===== src/rtl/axi_arb_pkg.sv =====
// Shared types and AXI constants for the read-channel arbiter.
// Imported by rr_arb2 and axi_rd_arbiter.
package axi_arb_pkg;

    typedef enum logic [1:0] {
        IDLE = 2'd0,
        ADDR = 2'd1,
        DATA = 2'd2
    } arb_state_e;

    localparam logic [1:0] AXI_BURST_INCR  = 2'b01;
    localparam logic [1:0] AXI_RESP_OKAY   = 2'b00;
    localparam logic [1:0] AXI_RESP_SLVERR = 2'b10;

endpackage


===== src/rtl/rr_arb2.sv =====
// Two-way combinational arbiter returning the winning requester index.
// fixed_prio_i forces m0 to win ties; otherwise ties go to ~last_winner_i.
module rr_arb2
    import axi_arb_pkg::*;
(
    input  logic [1:0] req_i,
    input  logic       last_winner_i,
    input  logic       fixed_prio_i,
    output logic       gnt_o
);

    always_comb begin
        gnt_o = 1'b0;
        unique case (1'b1)
            (&req_i):           gnt_o = ~fixed_prio_i & ~last_winner_i;
            (req_i == 2'b10):   gnt_o = 1'b1;
            default:            gnt_o = 1'b0;
        endcase
    end

endmodule


===== src/rtl/axi_rd_arbiter.sv =====
// Two-master AXI4 read arbiter: one burst in flight, grant held until rlast.
// Define RD_ARB_FIXED_PRIO_EN for fixed m0 priority instead of round robin.
module axi_rd_arbiter
    import axi_arb_pkg::*;
#(
    parameter int ADDR_W = 32,
    parameter int DATA_W = 32,
    parameter int LEN_W  = 8
) (
    input  logic              clk_i,
    input  logic              rst_ni,

    input  logic              m0_axi_arvalid,
    output logic              m0_axi_arready,
    input  logic [ADDR_W-1:0] m0_axi_araddr,
    input  logic [LEN_W-1:0]  m0_axi_arlen,
    input  logic [2:0]        m0_axi_arsize,
    input  logic [1:0]        m0_axi_arburst,
    output logic              m0_axi_rvalid,
    input  logic              m0_axi_rready,
    output logic              m0_axi_rlast,
    output logic [DATA_W-1:0] m0_axi_rdata,
    output logic [1:0]        m0_axi_rresp,

    input  logic              m1_axi_arvalid,
    output logic              m1_axi_arready,
    input  logic [ADDR_W-1:0] m1_axi_araddr,
    input  logic [LEN_W-1:0]  m1_axi_arlen,
    input  logic [2:0]        m1_axi_arsize,
    input  logic [1:0]        m1_axi_arburst,
    output logic              m1_axi_rvalid,
    input  logic              m1_axi_rready,
    output logic              m1_axi_rlast,
    output logic [DATA_W-1:0] m1_axi_rdata,
    output logic [1:0]        m1_axi_rresp,

    output logic              s_axi_arvalid,
    input  logic              s_axi_arready,
    output logic [ADDR_W-1:0] s_axi_araddr,
    output logic [LEN_W-1:0]  s_axi_arlen,
    output logic [2:0]        s_axi_arsize,
    output logic [1:0]        s_axi_arburst,
    input  logic              s_axi_rvalid,
    output logic              s_axi_rready,
    input  logic              s_axi_rlast,
    input  logic [DATA_W-1:0] s_axi_rdata,
    input  logic [1:0]        s_axi_rresp
);

`ifdef RD_ARB_FIXED_PRIO_EN
    localparam logic FIXED_PRIO = 1'b1;
`else
    localparam logic FIXED_PRIO = 1'b0;
`endif

    arb_state_e state_q;
    logic       grant_q;
    logic       last_winner_q;
    logic       arb_gnt;

    rr_arb2 u_arb (
        .req_i         ({m1_axi_arvalid, m0_axi_arvalid}),
        .last_winner_i (last_winner_q),
        .fixed_prio_i  (FIXED_PRIO),
        .gnt_o         (arb_gnt)
    );

    always_ff @(posedge clk_i or negedge rst_ni) begin
        if (!rst_ni) begin
            state_q       <= IDLE;
            grant_q       <= 1'b0;
            last_winner_q <= 1'b1;
        end else begin
            unique case (state_q)
                IDLE: begin
                    if (m0_axi_arvalid | m1_axi_arvalid) begin
                        grant_q <= arb_gnt;
                        state_q <= ADDR;
                    end
                end
                ADDR: begin
                    if (s_axi_arvalid & s_axi_arready) begin
                        last_winner_q <= grant_q;
                        state_q       <= DATA;
                    end
                end
                DATA: begin
                    if (s_axi_rvalid & s_axi_rready & s_axi_rlast)
                        state_q <= IDLE;
                end
                default: state_q <= IDLE;
            endcase
        end
    end

    logic in_addr;
    logic in_data;
    logic sel0_d;
    logic sel1_d;

    assign in_addr = (state_q == ADDR);
    assign in_data = (state_q == DATA);
    assign sel0_d  = in_data & ~grant_q;
    assign sel1_d  = in_data &  grant_q;

    // AR valid depends only on the master's valid, never on s_axi_arready
    assign s_axi_arvalid = in_addr &
        (grant_q ? m1_axi_arvalid : m0_axi_arvalid);
    assign s_axi_araddr  = !in_addr ? '0 :
        (grant_q ? m1_axi_araddr : m0_axi_araddr);
    assign s_axi_arlen   = !in_addr ? '0 :
        (grant_q ? m1_axi_arlen : m0_axi_arlen);
    assign s_axi_arsize  = !in_addr ? '0 :
        (grant_q ? m1_axi_arsize : m0_axi_arsize);
    assign s_axi_arburst = !in_addr ? '0 :
        (grant_q ? m1_axi_arburst : m0_axi_arburst);

    assign m0_axi_arready = in_addr & ~grant_q & s_axi_arready;
    assign m1_axi_arready = in_addr &  grant_q & s_axi_arready;

    assign s_axi_rready = in_data &
        (grant_q ? m1_axi_rready : m0_axi_rready);

    assign m0_axi_rvalid = sel0_d & s_axi_rvalid;
    assign m0_axi_rlast  = sel0_d & s_axi_rlast;
    assign m0_axi_rdata  = sel0_d ? s_axi_rdata : '0;
    assign m0_axi_rresp  = sel0_d ? s_axi_rresp : AXI_RESP_OKAY;

    assign m1_axi_rvalid = sel1_d & s_axi_rvalid;
    assign m1_axi_rlast  = sel1_d & s_axi_rlast;
    assign m1_axi_rdata  = sel1_d ? s_axi_rdata : '0;
    assign m1_axi_rresp  = sel1_d ? s_axi_rresp : AXI_RESP_OKAY;

endmodule

===== config.mk =====
export PLATFORM = sky130hd
export DESIGN_NAME = axi_rd_arbiter
export DESIGN_NICKNAME = d
export VERILOG_FILES = /design/src/rtl/axi_arb_pkg.sv /design/src/rtl/rr_arb2.sv /design/src/rtl/axi_rd_arbiter.sv
export SDC_FILE = /design/constraint.sdc
export NUM_CORES = 1
export LEC_CHECK = 0
export BUFFER_PORTS_ARGS = -buffer_cell sky130_fd_sc_hd__buf_2
export CAP_MARGIN = 20
export CELL_PAD_IN_SITES_DETAIL_PLACEMENT = 1
export CELL_PAD_IN_SITES_GLOBAL_PLACEMENT = 1
export CORE_MARGIN = 4
export CORE_UTILIZATION = 12
export CTS_CLUSTER_SIZE = 16
export DETAILED_ROUTE_END_ITERATION = 7
export MAX_ROUTING_LAYER = met4
export PLACE_DENSITY_LB_ADDON = 0.1
export SYNTH_ARGS = -nofsm -noshare
export SYNTH_HDL_FRONTEND = slang
export SYNTH_HIERARCHICAL = 1
export SYNTH_SLANG_ARGS = --single-unit

===== constraint.sdc =====
create_clock -name clk_i -period 1.2 [get_ports clk_i]
set_input_delay 0.06 -clock clk_i [delete_from_list [all_inputs] [get_ports clk_i]]
set_output_delay 0.06 -clock clk_i [all_outputs]
set_load 0.05 [all_outputs]

==> metrics.csv, run 1 <==
metric,value,unit
status,finished with violations,
failing checks,negative setup slack,
CTS H-tree depth,1,
syn nets,296,
Die Y,109,um
largest net degree at the start of global routing,37,
Inst Count DP,545,
simple-gate area share of the yosys netlist,45.0,%
Max-cap violations,0,
number of global-route vias before repair,2745,
Synth area leaders,"and2_1 (38%), a22o_1 (33%), dfrtp_1 (6.1%), buf_2 (3.6%), buf_6 (2.7%)",
final-report hold violation count,0,
share of cells above drive strength 1,97.1,%
# setup viols final,125,
Cell variety after synth,22,
crit path kind,reg -> out,
post-route ant nets,0,
fin nets,584,
Final period util,140,%
post-synthesis register bit count,4,
post-synthesis sequential area ratio,8.21,%
via/cell ratio,4.39,
GPL Wtd Cong,0.771,
Synth Cell Area,0.00123,mm2
Syn Area/Cell,7.58,um2
Post-Synth XOR/XNOR Area,0,%
Pwr Density,2670,mW/mm2
clk buf depth,2,
Synth warnings,6,
post-synthesis mux area share,3.44,%
worst hold path class,in -> reg,
Final Max Slew Viols,0,
Mapped Cells,163,
crit path DAT,1.61,ns
Synth top area share,38.0,%
Clock transition at path regs,0.04,ns
Detailed Place HPWL,7320,um
Critical Path Start Type,register,
total grt overflow,0,
top-level port count,254,
min cycle time layout,1.67,ns
Antenna diodes,0,
WL per Instance,21.9,um
CORE AREA,0.00991,mm2
fin cells,583,
Inserted Clock Buffers,3,
area of the multi-input gates,0.00167,mm2
vias,2560,
Critical Path End Type,primary output,
First DRT Iteration DRCs,43,
Initial Util,12.5,%
GR Util All Layers,17.1,%
later-pin clock latency in the skew report,0.23,ns
initial antenna violation count,0,
data required time of the worst path,1.14,ns
setup TNS,-50.09,ns
Clock Skew,0.00901,ns
final WL,12700,um
global-route wire length before repair,15400,um
"area leader, netlist",and2_1,
worst-path maximum fanout,9,
CTS tree,built,
final worst slack,-0.474,ns
die area,0.0120,mm2
Remaining DRCs,0,
max frequency,597,MHz
RSZ-0062 raised after global routing,yes,
"Area growth, synth to finish",326,%
First-pass DRT Iterations,4,
fill count,1048,
post-synthesis adder-cell area fraction,0,%
Root Buffer,clkbuf_8,
largest family of logic cells by synthesized area,simple AND/OR/NAND/NOR gates,
cell row count,36,
die width,109,um
P_leak,0.00262,uW
Max IR drop VDD,1660,uV
TritonCTS Sinks,4,
total power,14000,uW
Synth Area in Compound Gates,33.6,%
Reg area,104,um2
port bufs,253,
path summary, 6_finish.rpt:
kind	from	to	slack, ns	cells past startpoint
min in group asynchronous	rst_ni	state_q[0]$_DFFE_PN0P_	0.19	2
min reg2reg	last_winner_q$_DFFE_PN1P_	last_winner_q$_DFFE_PN1P_	0.63	1
max reg2reg	state_q[1]$_DFFE_PN0P_	last_winner_q$_DFFE_PN1P_	-0.38	5
max	grant_q$_DFFE_PN0P_	m1_axi_rdata[7]	-0.47	6
min	m1_axi_arvalid	state_q[0]$_DFFE_PN0P_	0.18	3
max in group asynchronous	rst_ni	last_winner_q$_DFFE_PN1P_	0.79	2
logic make-up (layout without fill, tap and decap cells):
family,Yosys count,after routing
multiplexers,4,4
AO/OA/AOI/OAI,48,48
other,1,1
AND/OR/NAND/NOR,88,88
flip-flops,4,4
buffers and inverters,18,305
critical path, cell delays in order, from the launching register on:
cell and delay, ns:
dfrtp_2 0.43, inv_4 0.06, buf_6 0.11, nor2_4 0.26, clkbuf_16 0.23, and2_4 0.16, buf_8 0.14
placed cells by master, fill, tap and decap left out, types with 3 or more instances in the layout:
cell and instances:
buf_12 10, buf_2 132, and2_2 3, clkbuf_16 11, buf_8 118, buf_4 9, and2_4 71, buf_6 15
buf_16 4, clkbuf_8 3, a22o_4 46
Yosys cell counts:
cell type and instances:
nand2_1 1, buf_2 9, mux2i_1 2, dfrtp_1 3, and4bb_1 1, nor2_1 3
buf_4 4, nor3_1 3, buf_6 3, and2_1 75, o21bai_1 1, a22o_1 46
dfstp_2 1, inv_2 1, clkbuf_1 1, nor2_2 2, mux2_1 1, nor3b_2 2
o21ai_1 1, mux2_2 1, conb_1 1, nand2b_1 1
layout make-up:
cell class / instances / area share (%)
Clock buffer: 4 / 0.857
Inverter: 1 / 0.119
Multi-Input combinational cell: 141 / 31.8
Sequential cell: 4 / 1.98
Tap cell: 133 / 3.17
Timing Repair Buffer: 300 / 62.1
flip-flops by register name, summed over array words and instances, names as in the netlist:
register,flops
state_q,2
last_winner_q,1
grant_q,1
repair_timing:
item	CTS	global route
setup buffers	11	7
pin swaps	5	44
endpoints found under the setup margin	125	125
hold buffers	1	0
resized for setup	328	93
endpoints found under the hold margin	4	0
gates cloned	7	13
through the flow:
stage / cell area, um2 / worst slack, ns / hold slack, ns / utilization (%)
CTS: 4650 / -0.464 / 0.167 / 46.9
finish: 5260 / -0.474 / 0.181 / 53.0
floorplan: 1810 / -0.118 / -0.236 / -
detailed placement: 3260 / -0.344 / -0.122 / 32.9
global route: 5260 / -0.535 / 0.214 / 53.0
global placement: 3260 / -0.327 / -0.123 / 32.9
layer usage:
metal	GRT usage [%]	up-vias	wire length [um]
li1	-	1160	-
met1	16.7	1218	3980
met2	34.3	164	7500
met3	3.41	18	974
met4	3.56	0	282
met5	-	-	0
report_power, final:
part | internal (uW) | leakage, uW | switching (uW)
Combinational | 6570 | 0.00256 | 6820
Sequential | 213 | 0.0000442 | 99.2
Clock | 228 | 0.0000228 | 85.6
Total | 7010 | 0.00262 | 7000
No activity file was read; power rests on OpenSTA's default activity.
==> run 2, diff against run 1 <==
--- a/config.mk
+++ b/config.mk
@@ -15,6 +15,7 @@
 export DETAILED_ROUTE_END_ITERATION = 7
 export MAX_ROUTING_LAYER = met4
 export PLACE_DENSITY_LB_ADDON = 0.1
+export SKIP_CTS_REPAIR_TIMING = 1
 export SYNTH_ARGS = -nofsm -noshare
 export SYNTH_HDL_FRONTEND = slang
 export SYNTH_HIERARCHICAL = 1
==> run 2 against run 1 <==
The flow still finishes with violations (negative setup slack). Fmax increased by 2.8%. Critical path depth decreased by 1. Power decreased by 5.2%. Via count decreased by 3.9%. Clock skew increased by 0.0013 ns. Cell count decreased by 2.4%. Combinational power decreased by 5%. Critical path type unchanged. Highest routed layer unchanged.
==> metrics.csv, run 2 (synthesis results as in run 1) <==
metric,value,unit,change
TritonCTS Sinks,4,,unchanged
final worst slack,-0.428,ns,+0.0462 ns
Die Y,109,um,unchanged
final-report hold violation count,0,,unchanged
Max IR drop VDD,1840,uV,+11%
crit path DAT,1.57,ns,-0.04 ns
later-pin clock latency in the skew report,0.23,ns,about the same
biggest regs,"state_q (2), grant_q (1), last_winner_q (1)",,
initial antenna violation count,0,,unchanged
fill count,1085,,+3.5%
crit path kind,reg -> out,,
Initial Util,12.5,%,unchanged
port bufs,253,,unchanged
share of cells above drive strength 1,97.2,%,+0.14 points
Remaining DRCs,0,,unchanged
Critical Path End Type,primary output,,
die width,109,um,unchanged
crit path cell chain,nor3b_4 -> buf_12 -> clkbuf_16 -> a22o_4 -> buf_8,,
via/cell ratio,4.32,,-1.5%
global-route wire length before repair,11600,um,-25%
Final Max Slew Viols,0,,unchanged
Critical Path Start Type,register,,
# setup viols final,125,,unchanged
Final period util,136,%,-3.8 points
CTS H-tree depth,1,,unchanged
vias,2460,,-3.9%
WL per Instance,20.0,um,-8.5%
max reg flops,2,,unchanged
Slowest cell on crit path,dfrtp_2,,
worst-path maximum fanout,7,,-2
post-route ant nets,0,,unchanged
Inserted Clock Buffers,3,,unchanged
Final Util,48.8,%,-4.2 points
top-level port count,254,,unchanged
longest individual stage delay on the worst path,0.45,ns,+0.02 ns
Pwr Density,2750,mW/mm2,+3.0%
die area,0.0120,mm2,unchanged
Root Buffer,clkbuf_8,,
P_leak,0.00245,uW,-6.5%
"most common cell after layout, fill and taps aside",buf_2,,
min cycle time layout,1.63,ns,-0.0462 ns
GR Util All Layers,12.4,%,-4.6 points
largest net degree at the start of global routing,37,,unchanged
GPL Wtd Cong,0.771,,unchanged
CTS tree,built,,
data required time of the worst path,1.14,ns,about the same
number of global-route vias before repair,2314,,-16%
failing checks,negative setup slack,,
status,finished with violations,,
Inst Count DP,545,,unchanged
fin cells,569,,-2.4%
final WL,11400,um,-11%
most frequent cells in the layout,"buf_2 (132), buf_8 (86), and2_4 (51)",,
worst hold path class,in -> async,,
RSZ-0062 raised after global routing,yes,,
Detailed Place HPWL,7320,um,unchanged
clk buf depth,2,,unchanged
max frequency,614,MHz,+2.8%
cell row count,36,,unchanged
total power,13300,uW,-5.2%
Antenna diodes,0,,unchanged
Clock transition at path regs,0.04,ns,about the same
Max-cap violations,0,,unchanged
fin nets,570,,-2.4%
First DRT Iteration DRCs,77,,+79%
Clock Skew,0.0103,ns,+0.00130 ns
First-pass DRT Iterations,4,,unchanged
CORE AREA,0.00991,mm2,unchanged
total grt overflow,0,,unchanged
"Area growth, synth to finish",292,%,
Top reg by flops,state_q,,
## run 2: cell count changes in the layout (fill, tap and decap cells not counted)
cell       delta
buf_8        -32
buf_6        +30
and2_2       +20
and2_4       -20
buf_12        -4
buf_16        -3
clkbuf_16     -3
buf_4         -2
and4bb_1      -1
and4bb_2      +1
## run 2: final cells by class
cell class                 count  area, um2  area share (%)
timing repair buffer         286       2870            59.3
sequential                     4        104            2.15
inverter                       1       6.26           0.129
tap                          133        166            3.44
clock buffer                   4       45.0           0.931
multi-input combinational    141       1650            34.0
## run 2: worst max-delay path: cells and delay by family (launching register included)
family	cells	cell delay [ns]
buffers and inverters	3	0.49
DFF	1	0.45
and+or+nand+nor	1	0.24
AOI/OAI and AO/OA	1	0.14
## run 2: report_power, final
| group | leakage [uW] | switching, uW | internal, uW |
|---|---|---|---|
| clock network | 0.0000228 | 86.4 | 228 |
| registers | 0.0000442 | 98.8 | 213 |
| logic | 0.00239 | 6640 | 6010 |
| total | 0.00245 | 6820 | 6450 |
## run 2: path summary, 6_finish.rpt
check,start,to,slack (ns),cells after the start
min in group clk_i,m0_axi_arvalid,state_q[0]$_DFFE_PN0P_,0.18,3
hold reg to reg,last_winner_q$_DFFE_PN1P_,last_winner_q$_DFFE_PN1P_,0.63,1
setup / recovery,grant_q$_DFFE_PN0P_,s_axi_araddr[28],-0.43,5
hold / removal,rst_ni,state_q[0]$_DFFE_PN0P_,0.18,2
max in group asynchronous,rst_ni,last_winner_q$_DFFE_PN1P_,0.80,2
setup reg to reg,state_q[1]$_DFFE_PN0P_,last_winner_q$_DFFE_PN1P_,-0.24,4
## run 2: metal layers
layer | wire length [um] | vias up | track usage [%] | part of all wire (%)
met5 | 0 | - | - | 0
met2 | 6200 | 155 | 24.2 | 54
met1 | 3950 | 1166 | 12.7 | 35
met3 | 1090 | 12 | 2.41 | 9.6
li1 | - | 1127 | - | -
met4 | 149 | 0 | 2.76 | 1.3
## run 2: through the flow
| step | hold WS [ns] | worst slack, ns | setup TNS (ns) | area (um2) |
|---|---|---|---|---|
| finish | 0.178 | -0.428 | -46.40 | 4840 |
| global placement | -0.123 | -0.327 | -32.89 | 3260 |
| detailed placement | -0.122 | -0.344 | -34.13 | 3260 |
| floorplan | -0.236 | -0.118 | -6.13 | 1810 |
| global route | 0.210 | -0.494 | -53.21 | 4840 |
| CTS | -0.358 | -0.578 | -62.71 | 3300 |
==> run 3, diff against run 2 <==
==> constraint.sdc (replaced) <==
create_clock -name clk_i -period 1.2 [get_ports clk_i]
set_input_delay 0.24 -clock clk_i [delete_from_list [all_inputs] [get_ports clk_i]]
set_output_delay 0.24 -clock clk_i [all_outputs]
set_load 0.05 [all_outputs]
==> run 3 against run 2 <==
The run still ends with negative setup slack left. Wire length fell by 4.0%. Clock power fell by 3%. Register-to-register slack improved by 0.03 ns. Global-route usage rose by 0.73 points. Sequential power barely moved. Sequential share of layout area barely moved. Critical path depth did not move. Worst hold slack improved by 0.18 ns. Utilization barely moved. Critical path type unchanged. Largest cell class unchanged. Largest power group unchanged.
==> metrics.csv, run 3 (synthesis results as in run 1) <==
metric,value,unit,change
GRT Max-Usage Layer,met2,,
combinational power share,95.3,%,about the same
First DRT Iteration DRCs,43,,-44%
P_leak,0.00246,uW,+0.17%
Top reg by flops,state_q,,
total grt overflow,0,,unchanged
switch share,51.2,%,-0.21 points
crit path DAT,1.58,ns,about the same
top-level port count,254,,unchanged
status,finished with violations,,
number of global-route vias before repair,2357,,+1.9%
final-report hold violation count,0,,unchanged
GR Layer Usage met1,14.4,%,+1.7 points
Seq pwr share,2.4,%,about the same
Initial Util,12.5,%,unchanged
crit path kind,reg -> out,,
Die Y,109,um,unchanged
First-pass DRT Iterations,4,,unchanged
biggest regs,"state_q (2), grant_q (1), last_winner_q (1)",,
GR Util All Layers,13.2,%,+0.73 points
Clock transition at path regs,0.04,ns,about the same
final WL,10900,um,-4.0%
final worst slack,-0.618,ns,-0.189 ns
Critical Path End Type,primary output,,
met2 Usage GRT,24.8,%,+0.61 points
die width,109,um,unchanged
clk buf depth,2,,unchanged
setup TNS,-68.56,ns,-22.16 ns
RSZ-0062 raised after global routing,yes,,
die area,0.0120,mm2,unchanged
crit path cell chain,nor3b_4 -> buf_6 -> clkbuf_16 -> a22o_4 -> buf_8,,
Critical Path Start Type,register,,
GPL Wtd Cong,0.748,,-2.9%
most frequent cells in the layout,"buf_2 (132), buf_8 (94), and2_4 (72)",,
Inserted Clock Buffers,3,,unchanged
CORE AREA,0.00991,mm2,unchanged
longest individual stage delay on the worst path,0.45,ns,about the same
max reg flops,2,,unchanged
worst-path maximum fanout,4,,-3
post-route ant nets,0,,unchanged
Max IR drop VDD,1580,uV,-14%
part of the power in the clock network,2.3,%,about the same
worst hold path class,in -> async,,
data required time of the worst path,0.96,ns,-0.18 ns
min cycle time layout,1.82,ns,+0.189 ns
"Area growth, synth to finish",292,%,about the same
fin cells,571,,+0.35%
"most common cell after layout, fill and taps aside",buf_2,,
Remaining DRCs,0,,unchanged
WL per Instance,19.1,um,-4.3%
fin nets,571,,+0.18%
CTS H-tree depth,1,,unchanged
hold slack,0.361,ns,+0.184 ns
total internal power,6410,uW,-0.62%
initial antenna violation count,0,,unchanged
Detailed Place HPWL,7840,um,+7.1%
max frequency,550,MHz,-10%
via/cell ratio,4.25,,-1.7%
later-pin clock latency in the skew report,0.22,ns,about the same
port bufs,253,,unchanged
Max-cap violations,0,,unchanged
Clock Skew,0.00577,ns,-0.00453 ns
largest net degree at the start of global routing,37,,unchanged
Final Util,48.8,%,about the same
# setup viols final,125,,unchanged
CTS tree,built,,
vias,2426,,-1.4%
Final Max Slew Viols,0,,unchanged
cell row count,36,,unchanged
share of cells above drive strength 1,97.0,%,-0.22 points
Pwr Density,2720,mW/mm2,-1.1%
Final period util,151,%,+16 points
global-route wire length before repair,12100,um,+3.9%
failing checks,negative setup slack,,
sw power,6720,uW,-1.5%
Inst Count DP,548,,+0.55%
Root Buffer,clkbuf_8,,
Slowest cell on crit path,dfrtp_2,,
grt met3 use,1.94,%,-0.47 points
TritonCTS Sinks,4,,unchanged
## run 3: changes by cell type in the layout (fill, tap and decap cells not counted), sizes merged
| cell | change |
|---|---|
| clkbuf | +5 |
| buf | -4 |
| diode | +1 |
## run 3: layout make-up
| cell class | count | area, um2 |
|---|---|---|
| clock buffers | 4 | 45.0 |
| inverters | 1 | 6.26 |
| flip-flops and latches | 4 | 104 |
| repair buffers | 287 | 2850 |
| multi-input cells | 141 | 1660 |
| well taps | 133 | 166 |
| fillers | 1079 | 5070 |
| diodes | 1 | 2.50 |
## run 3: per-stage QoR
step	instance area (um2)	total power, uW	setup WS, ns
after floorplan	1840	7450	-0.293
after global placement	3310	8990	-0.509
after detailed placement	3310	9030	-0.550
after CTS	3360	9360	-0.800
after global routing	4840	13600	-0.687
final	4840	13100	-0.618
## run 3: critical path, delay by kind of cell (launching register included)
family          cells  cell delay, ns
buf+inv             3            0.48
flops               1            0.45
simple gates        1            0.30
compound gates      1            0.13
## run 3: path summary, 6_finish.rpt
check                      cells past startpoint                      start  slack, ns                         to
hold reg to reg                                1  last_winner_q$_DFFE_PN1P_       0.62  last_winner_q$_DFFE_PN1P_
hold / removal                                 2                     rst_ni       0.36        grant_q$_DFFE_PN0P_
setup reg to reg                               4        grant_q$_DFFE_PN0P_      -0.21  last_winner_q$_DFFE_PN1P_
max in group asynchronous                      2                     rst_ni       0.63  last_winner_q$_DFFE_PN1P_
min in group clk_i                             4               s_axi_rvalid       0.40     state_q[1]$_DFFE_PN0P_
setup / recovery                               5        grant_q$_DFFE_PN0P_      -0.62           s_axi_araddr[27]
## run 3: power by group through the flow
stage | Sequential, uW | Combinational, uW | Clock [uW]
floorplan | 261 | 7190 | 0
global placement | 298 | 8690 | 0
detailed placement | 305 | 8720 | 0
CTS | 305 | 8740 | 315
global route | 326 | 13000 | 333
finish | 312 | 12500 | 305
## run 3: layer usage
layer	up-vias	share of wire, %
li1	1128	-
met1	1139	34
met2	149	57
met3	10	8.2
met4	0	0.94
met5	-	0
